===== src/rtl/round_robin_scheduler_pkg.sv =====
// Shared scheduler constants and FSM state encoding.
// PID 0 is reserved for the idle process and never enters the ready set.
package os_sched_pkg;

  localparam int PID_W = 5;
  localparam int NPROC = 32;
  localparam logic [PID_W-1:0] PID_IDLE = '0;

  typedef enum logic [1:0] {
    ST_IDLE   = 2'd0,
    ST_PICK   = 2'd1,
    ST_SWITCH = 2'd2,
    ST_RUN    = 2'd3
  } sched_state_t;

endpackage


===== src/rtl/round_robin_scheduler_if.sv =====
// Control/syscall inputs and quantum-timer outputs of the scheduler.
// The master side is the OS/timer environment; the slave side is the scheduler.
interface round_robin_scheduler_if;
  import os_sched_pkg::*;

  logic             ready_set;
  logic [PID_W-1:0] ready_set_pid;
  logic             ready_clr;
  logic [PID_W-1:0] ready_clr_pid;
  logic             yield;
  logic             stall;
  logic             quantum_expired;
  logic             timer_start;
  logic [PID_W-1:0] timer_pid;
  logic             timer_hold;
  logic [PID_W-1:0] cur_pid;
  logic             ctx_switch;
  logic             sched_busy;

  modport master (
    output ready_set, ready_set_pid, ready_clr, ready_clr_pid,
           yield, stall, quantum_expired,
    input  timer_start, timer_pid, timer_hold, cur_pid, ctx_switch, sched_busy
  );

  modport slave (
    input  ready_set, ready_set_pid, ready_clr, ready_clr_pid,
           yield, stall, quantum_expired,
    output timer_start, timer_pid, timer_hold, cur_pid, ctx_switch, sched_busy
  );

endinterface


===== src/rtl/round_robin_scheduler_pick.sv =====
// Combinational circular priority encoder: first ready PID at or after start,
// wrapping around; bit 0 (idle PID) is never selected.
module rr_pick
  import os_sched_pkg::*;
(
  input  logic [NPROC-1:0] mask,
  input  logic [PID_W-1:0] start,
  output logic [PID_W-1:0] pid,
  output logic             found
);

  logic [NPROC-1:0]   m;
  logic [2*NPROC-1:0] dbl;
  logic [NPROC-1:0]   rot;
  logic [PID_W-1:0]   idx;

  always_comb begin
    m     = mask & ~NPROC'(1);
    dbl   = {m, m} >> start;
    rot   = dbl[NPROC-1:0];
    idx   = '0;
    found = 1'b0;
    // Descending scan so the lowest rotated index wins.
    for (int i = NPROC - 1; i >= 0; i--) begin
      if (rot[i]) begin
        idx   = PID_W'(i);
        found = 1'b1;
      end
    end
    pid = idx + start;
  end

endmodule


===== src/rtl/round_robin_scheduler.sv =====
// Round-robin scheduler: ready mask, circular pick, timer start and preemption.
// Outputs are decoded from registered state; ready updates are accepted every cycle.
module round_robin_scheduler
  import os_sched_pkg::*;
(
  input  logic                    clk,
  input  logic                    reset,
  round_robin_scheduler_if.slave  bus
);

  sched_state_t     state, state_nxt;
  logic [NPROC-1:0] mask, mask_nxt;
  logic [PID_W-1:0] cur_pid, cur_nxt;
  logic [PID_W-1:0] next_pid, next_nxt;
  logic [PID_W-1:0] pick_pid;
  logic             pick_found;
  logic             run_event;

  rr_pick u_pick (
    .mask  (mask),
    .start (cur_pid + PID_W'(1)),
    .pid   (pick_pid),
    .found (pick_found)
  );

  // Expiry, yield and self-clear collapse into a single preemption event.
  assign run_event = bus.quantum_expired | bus.yield |
                     (bus.ready_clr && (bus.ready_clr_pid == cur_pid));

  always_comb begin
    mask_nxt = mask;
    if (bus.ready_set) mask_nxt[bus.ready_set_pid] = 1'b1;
    if (bus.ready_clr) mask_nxt[bus.ready_clr_pid] = 1'b0;
    mask_nxt[0] = 1'b0;
  end

  always_comb begin
    state_nxt = state;
    cur_nxt   = cur_pid;
    next_nxt  = next_pid;
    case (state)
      ST_IDLE: begin
        cur_nxt = PID_IDLE;
        if (mask != '0) state_nxt = ST_PICK;
      end
      ST_PICK: begin
        next_nxt = pick_pid;
        cur_nxt  = PID_IDLE;
        state_nxt = pick_found ? ST_SWITCH : ST_IDLE;
      end
      ST_SWITCH: begin
        cur_nxt   = next_pid;
        state_nxt = ST_RUN;
      end
      ST_RUN: begin
        if (run_event) state_nxt = ST_PICK;
      end
      default: state_nxt = ST_IDLE;
    endcase
  end

  always_ff @(posedge clk) begin
    if (reset) begin
      state    <= ST_IDLE;
      mask     <= '0;
      cur_pid  <= PID_IDLE;
      next_pid <= PID_IDLE;
    end else begin
      state    <= state_nxt;
      mask     <= mask_nxt;
      cur_pid  <= cur_nxt;
      next_pid <= next_nxt;
    end
  end

  assign bus.timer_start = (state == ST_SWITCH);
  assign bus.timer_pid   = (state == ST_SWITCH) ? next_pid : PID_IDLE;
  assign bus.timer_hold  = (state == ST_RUN) && bus.stall;
  assign bus.cur_pid     = cur_pid;
  assign bus.ctx_switch  = (state == ST_SWITCH) ||
                           ((state == ST_PICK) && (cur_pid != PID_IDLE));
  assign bus.sched_busy  = (state == ST_PICK) || (state == ST_SWITCH);

endmodule


===== src/flat_wrapper.sv =====
// flat-port wrapper written by rule: the top's interface ports become plain ports
module round_robin_scheduler_flat import os_sched_pkg::*;
  (clk, reset, bus_ready_set, bus_ready_set_pid, bus_ready_clr, bus_ready_clr_pid, bus_yield, bus_stall, bus_quantum_expired, bus_timer_start, bus_timer_pid, bus_timer_hold, bus_cur_pid, bus_ctx_switch, bus_sched_busy);
  round_robin_scheduler_if bus_i ();
  input  logic clk;
  input  logic reset;
  input wire logic [$bits(bus_i.ready_set)-1:0] bus_ready_set;
  input wire logic [$bits(bus_i.ready_set_pid)-1:0] bus_ready_set_pid;
  input wire logic [$bits(bus_i.ready_clr)-1:0] bus_ready_clr;
  input wire logic [$bits(bus_i.ready_clr_pid)-1:0] bus_ready_clr_pid;
  input wire logic [$bits(bus_i.yield)-1:0] bus_yield;
  input wire logic [$bits(bus_i.stall)-1:0] bus_stall;
  input wire logic [$bits(bus_i.quantum_expired)-1:0] bus_quantum_expired;
  output wire logic [$bits(bus_i.timer_start)-1:0] bus_timer_start;
  output wire logic [$bits(bus_i.timer_pid)-1:0] bus_timer_pid;
  output wire logic [$bits(bus_i.timer_hold)-1:0] bus_timer_hold;
  output wire logic [$bits(bus_i.cur_pid)-1:0] bus_cur_pid;
  output wire logic [$bits(bus_i.ctx_switch)-1:0] bus_ctx_switch;
  output wire logic [$bits(bus_i.sched_busy)-1:0] bus_sched_busy;
  assign bus_i.ready_set = bus_ready_set;
  assign bus_i.ready_set_pid = bus_ready_set_pid;
  assign bus_i.ready_clr = bus_ready_clr;
  assign bus_i.ready_clr_pid = bus_ready_clr_pid;
  assign bus_i.yield = bus_yield;
  assign bus_i.stall = bus_stall;
  assign bus_i.quantum_expired = bus_quantum_expired;
  assign bus_timer_start = bus_i.timer_start;
  assign bus_timer_pid = bus_i.timer_pid;
  assign bus_timer_hold = bus_i.timer_hold;
  assign bus_cur_pid = bus_i.cur_pid;
  assign bus_ctx_switch = bus_i.ctx_switch;
  assign bus_sched_busy = bus_i.sched_busy;
  round_robin_scheduler u_core (.clk(clk), .reset(reset), .bus(bus_i));
endmodule

===== config.mk =====
export PLATFORM = sky130hd
export DESIGN_NAME = round_robin_scheduler_flat
export DESIGN_NICKNAME = d
export VERILOG_FILES = /design/src/rtl/round_robin_scheduler_pkg.sv /design/src/rtl/round_robin_scheduler_if.sv /design/src/rtl/round_robin_scheduler_pick.sv /design/src/rtl/round_robin_scheduler.sv /design/src/flat_wrapper.sv
export SDC_FILE = /design/constraint.sdc
export NUM_CORES = 1
export LEC_CHECK = 0
export ABC_AREA = 1
export CELL_PAD_IN_SITES_DETAIL_PLACEMENT = 0
export CELL_PAD_IN_SITES_GLOBAL_PLACEMENT = 1
export CORE_AREA = 2 2 118 120
export CTS_BUF_LIST = sky130_fd_sc_hd__clkbuf_8
export DETAILED_ROUTE_END_ITERATION = 16
export DIE_AREA = 0 0 120 122
export MAX_ROUTING_LAYER = met4
export PLACE_DENSITY = 0.78
export SYNTH_ARGS = -nofsm -noshare
export SYNTH_HDL_FRONTEND = slang
export SYNTH_HIERARCHICAL = 1
export SYNTH_SLANG_ARGS = --single-unit

===== constraint.sdc =====
create_clock -name clk -period 7.9 [get_ports clk]
set_clock_uncertainty 0.15 [all_clocks]
set_input_delay 0.79 -clock clk [delete_from_list [all_inputs] [get_ports clk]]
set_output_delay 0.79 -clock clk [all_outputs]
set_load 0.01 [all_outputs]

# Word-level counts from Yosys, hierarchy flattened

Cells that the tools add are included.

Bits in registers: 44
Bits in latches: 0
Bits in writable memories: 0
Memory bits (read-only): 0
Input port bits: 17
Output and inout bits: 14
Word-level logic and storage cells: 112
Memories kept: 0

Add/sub/neg operators: 2
$mul: 0
Divide/modulo/power cells: 0
Order comparisons: 4
Equal/unequal tests: 6
Shifts and indexed selects: 1
Multiplexer cells: 76
Bitwise operators: 5
Reduce and logical (&&, ||, !) cells: 13

Operators with widths:

| cell                  | count |
|---|---|
| $mux W5               | 33 |
| $mux W32              | 2 |
| $shr A64 B5 Y32       | 1 |
| $mux W1               | 34 |
| $and A32 B32 Y32      | 1 |
| $not A32 Y32          | 1 |
| $or A32 B32 Y32       | 1 |
| $reduce_bool A32 Y1   | 1 |
| $lt A5 B6 Y1 const B  | 2 |
| $demux W1 S5          | 2 |
| $ge A5 B1 Y1 const B  | 2 |
| $pmux W5 S2           | 1 |
| $pmux W2 S4           | 1 |
| $mux W2               | 3 |
| $add A5 B1 Y5 const B | 1 |
| $add A5 B5 Y5         | 1 |
| $eq A5 B5 Y1          | 1 |
| $logic_and A1 B1 Y1   | 5 |
| $reduce_bool A5 Y1    | 1 |
| $eq A2 B2 Y1 const B  | 2 |
| $ne A2 B1 Y1 const B  | 2 |
| $eq A2 B1 Y1 const B  | 1 |
| $logic_not A2 Y1      | 1 |
| $logic_or A1 B1 Y1    | 2 |
| 4 further kinds       | 5 |

# Longest topological paths before layout

Word-level depth: 36
Mapped depth: 51
Mapped depth without buffers: 49

# Hierarchy

The synthesis kept the hierarchy.

By module, submodules not included:

| module                | instances | cells an instance | area an instance (um^2) | seq. area each (um^2) |
|---|---|---|---|---|
| rr_pick               | 1         | 503               | 2416.1                  | 0.0 |
| round_robin_scheduler | 1         | 319               | 2139.6                  | 860.8 |

# Worst setup path after synthesis

OpenSTA, ideal clock, no wires.

Kind: register -> register
Start point: reg u_core.cur_pid[0], in the netlist u_core/bus.cur_pid[0]
End point: reg u_core.next_pid[4]
Library setup time: 0.116 ns
Arrival time: 4.329 ns
Required time: 7.634 ns
Setup slack: 3.305 ns
Cell stages (with the launch flop): 51
Buffers on the path: 2
Period minus slack after synthesis: 4.595 ns
Cells stage by stage: dfxtp_1 > inv_1 > ha_1 > buf_4 > inv_4 > buf_4 > nand3_1 > nand3_1 > nand3_1 > nand2_1 > nand2_1 > nand2_1 > nand2_1 > nand2_1 > nand2_1 > nand2_1 > nand2_1 > nand2_1 > (+15 left out) > nand2_1 > nand2_1 > nand2_1 > nand2_1 > nand2_1 > nand2_1 > nand2_1 > nand2_1 > a21oi_2 > ha_1 > inv_1 > fa_1 > o21ai_0 > xor2_1 > xnor2_1 > inv_1 > nor2_1 > nor2_1

Longest elaborated chain between the ends: 35

Ends and longest elaborated chain:

| what                   | line                             | text |
|---|---|---|
| from (decl)            | round_robin_scheduler.sv:13      | `logic [PID_W-1:0] cur_pid, cur_nxt;` |
| from (signal assigned) | round_robin_scheduler.sv:71      | `cur_pid <= cur_nxt;` |
| $add A5 B1 Y5 (*)      | round_robin_scheduler.sv:21      | `.start (cur_pid + PID_W'(1)),` |
| $shr A64 B5 Y32        | round_robin_scheduler_pick.sv:19 | `dbl = {m, m} >> start;` |
| $mux W5 (32 in series) | round_robin_scheduler_pick.sv:25 | `if (rot[i]) begin` |
| $add A5 B5 Y5 (*)      | round_robin_scheduler_pick.sv:30 | `pid = idx + start;` |
| via u_core.pick_pid[4] | round_robin_scheduler.sv:15      | `logic [PID_W-1:0] pick_pid;` |
| to (signal assigned)   | round_robin_scheduler.sv:72      | `next_pid <= next_nxt;` |
| to (decl)              | round_robin_scheduler.sv:14      | `logic [PID_W-1:0] next_pid, next_nxt;` |

Mark *: on every way through the listed nets, which the timed path passes. The rest lies on a longest branch.
A chain may end at the register's enable or synchronous reset.

# Final worst setup path

Ends and elaborated chain as after synthesis.

==> results.md <==
Critical path:
- The standard cell with the maximum stage delay on the critical path is sky130_fd_sc_hd__ha_1.
- The signal arrival time at the worst endpoint is about 5.9 ns.
- At the worst endpoint, the required time is 7.95 ns.
- The cell occurring most often along the worst timing path is sky130_fd_sc_hd__nand2_1.
- The maximum fanout encountered on the critical timing path is 35.
- The kind of cell with the highest combined delay along the critical path is simple AND/OR/NAND/NOR gates.
- The sum of buffers and inverters on the critical path is 5.
- On the worst path, the slowest cell contributes a delay of 0.79 ns.
- The worst setup path is captured at a register.
- STA classifies the critical path startpoint as a register.
- The critical path class is reg2reg.

Run status:
- The run finished with clean final reports.

Synthesis:
- The mean instance size in the synthesized netlist is about 5.5 µm².
- For this run, the number of Yosys warnings is 6.
- When the netlist entered floorplanning its net count stood at 850.
- The total standard cell area after synthesis is 4552 µm².
- The synthesized netlist cell count is roughly 800.

Placement:
- The port buffer count is 30.
- Detailed placement ended at an HPWL of 11630 µm.
- In this run, placement finished with an instance count of 999.
- At the end of routability-driven placement, the weighted congestion stood at 0.9131.

Floorplan:
- The initialized floorplan defines 43 standard-cell rows.
- The die is 122 µm tall.
- The die area is 14640 µm².
- For this configuration, the core starts out at a cell density of 33.71%.
- The placeable core region is 13500 µm².
- The die is 120 µm wide.
- Pin placement for this block handled 31 I/O pins.

CTS:
- TritonCTS built the clock tree.
- The post-cts hold buffer count is 0.
- The root buffer cell chosen for the clock tree is sky130_fd_sc_hd__clkbuf_8.
- In this run the number of H-tree levels came out at 2.
- Counting the buffers created by CTS gives 5.
- The largest buffer count on any clock path is 2.
- The clock-pin slew on the worst setup and hold paths is 0.09 ns.
- The CTS sink count is 43.
- For the worst-skew pair, the clock arrives at the later sink with an insertion delay of 0.31 ns.
- The number of resized instances in the post-cts repair step is 0.
- In this run the post-CTS setup repair buffer count came out at 0.

Detailed routing:
- Wire segments on met2 add up to between 6000 and 7000 µm in the final route.
- The total vias in the final route is 5224.
- The uppermost layer routed is met4.
- For this block, the routed nets add up to 14750 µm of wire.
- The met3 routed wirelength is around 770 µm.
- The first routing iteration left 584 violations.
- The DRC violation count after routing is 0.
- The number of detailed-routing iterations run before antenna repair is 5.
- The number of nets still failing antenna checks after routing is 0.
- The routed length on met1 is around 7100 µm.
- The per-cell routed wire length is 14.64 µm.
- The per-cell via count in the routed design is 5.188.

Power:
- Across the VDD grid, the largest voltage drop is 0.0001731 V.
- For this design the static power due to leakage is roughly 2.3 nW.
- The ratio of total power to cell area is 350.8 nW/µm².
- The overall power is 1.762 mW.

Flow run:
- Max-cap violations in this run came to 0.

Final layout:
- The layout cell share with drive strength beyond 1 is between 5 and 6%.
- For this run, the number of standard cells in the final layout without fillers is 1007.
- The count of antenna diodes in the layout is 0.
- After the last flow step, the layout net total stands at 855.
- The layout overhead on the synthesized area is 10.36%.

GRT:
- Global routing used 21.31% of the available tracks across all layers.
- Summed over all layers, the global routing overflow is 0.
- Entering global routing, the biggest net connects 44 pins.
- The number of antenna violations at the first check in global routing is 0.
- The first global-routing pass estimated 24450 µm of wire.
- The number of global-route vias before repair is between 4000 and 5000.

STA:
- The hold violation total from the final report was 0.
- Setup repair after global routing left no endpoint under its margin.
- Summed over all failing endpoints, the final setup total negative slack is 0 ns.
- The remaining max-slew budget at the tightest pin is around 30%.
- The time the worst path needs with I/O delays and setup is 5.867 ns.
- The final-report setup violation count is 0.
- The number of pins with negative max-slew slack in the final report came to 0.
- In the finished design, the share of the clock period the worst path needs comes to between 70% and 80%.
- At the pin with the least slew margin, the transition time is 1.055 ns.
- Timing would allow up to around 170 MHz.

Hold path:
- The path class of the tightest hold or removal check is reg2reg.
[worst paths after layout]
kind | start | endpoint | slack (ns) | cells after the start
max | u_core/bus.cur_pid[0] | u_core/next_pid[4] | 2.03 | 46
min | u_core/next_pid[1] | u_core/bus.cur_pid[1] | 0.34 | 2
max reg2reg | u_core/bus.cur_pid[0] | u_core/next_pid[4] | 2.03 | 46
min reg2reg | u_core/next_pid[1] | u_core/bus.cur_pid[1] | 0.34 | 2
[registers in the layout (all words and copies together), names as in the netlist]
| register | count |
|---|---|
| u_core/mask | 31 |
| u_core/bus.cur_pid | 5 |
| u_core/state | 2 |
| u_core/next_pid | 5 |
[where the power goes]
group          internal (mW)  switching (mW)
Sequential             0.236          0.0199
Clock                 0.0959          0.0840
Combinational          0.486           0.841
[placed cells by master (no fill, tap or decap), types with 3 or more instances in the layout]
master / count
sky130_fd_sc_hd__nand2_1: 255
sky130_fd_sc_hd__nand3_1: 136
sky130_fd_sc_hd__o21ai_0: 79
sky130_fd_sc_hd__nor2_1: 66
sky130_fd_sc_hd__inv_1: 64
sky130_fd_sc_hd__a21oi_1: 48
sky130_fd_sc_hd__dfxtp_1: 43
sky130_fd_sc_hd__clkdlybuf4s50_1: 30
sky130_fd_sc_hd__a31oi_1: 15
sky130_fd_sc_hd__nand2_2: 12
sky130_fd_sc_hd__ha_1: 11
sky130_fd_sc_hd__nor3_1: 9
sky130_fd_sc_hd__inv_2: 6
sky130_fd_sc_hd__o21ai_1: 6
sky130_fd_sc_hd__clkbuf_8: 5
sky130_fd_sc_hd__buf_4: 5
sky130_fd_sc_hd__nand3_2: 4
sky130_fd_sc_hd__xor2_2: 3
sky130_fd_sc_hd__nor3_2: 3
[worst register-to-register path, delay by kind of cell, from the launching register on]
family	cells	cell delay [ns]
compound gates	5	0.82
buf+inv	5	0.71
fa+ha+maj	3	1.36
xor+xnor	2	0.36
flops	1	0.45
simple gates	31	1.91
[metrics by stage]
| stage | setup slack [ns] | util, % | instance area (µm²) | hold WS (ns) |
|---|---|---|---|---|
| after floorplan | 3.305 | - | 4552 | 0.3022 |
| after global placement | 2.189 | 36.34 | 4907 | 0.3279 |
| after detailed placement | 2.121 | 36.34 | 4907 | 0.3310 |
| after CTS | 2.095 | 37.20 | 5024 | 0.3454 |
| after global routing | 1.466 | 37.20 | 5024 | 0.3850 |
| final | 2.033 | 37.20 | 5024 | 0.3396 |
[area by class of cell]
type | instances | area (µm²)
clock buffer | 5 | 68.82
fill | 1541 | 8481
timing repair buffer | 35 | 337.8
clock inverter | 3 | 47.55
sequential | 43 | 860.8
inverter | 73 | 281.5
multi-input combinational | 668 | 3202
tap | 180 | 225.2
[metal layers]
layer,vias up,global-route usage (%)
met1,2302,29.48
li1,2714,-
met4,0,8.750
met5,-,-
met2,175,32.07
met3,33,1.685
(Power assumes the default switching activity.)
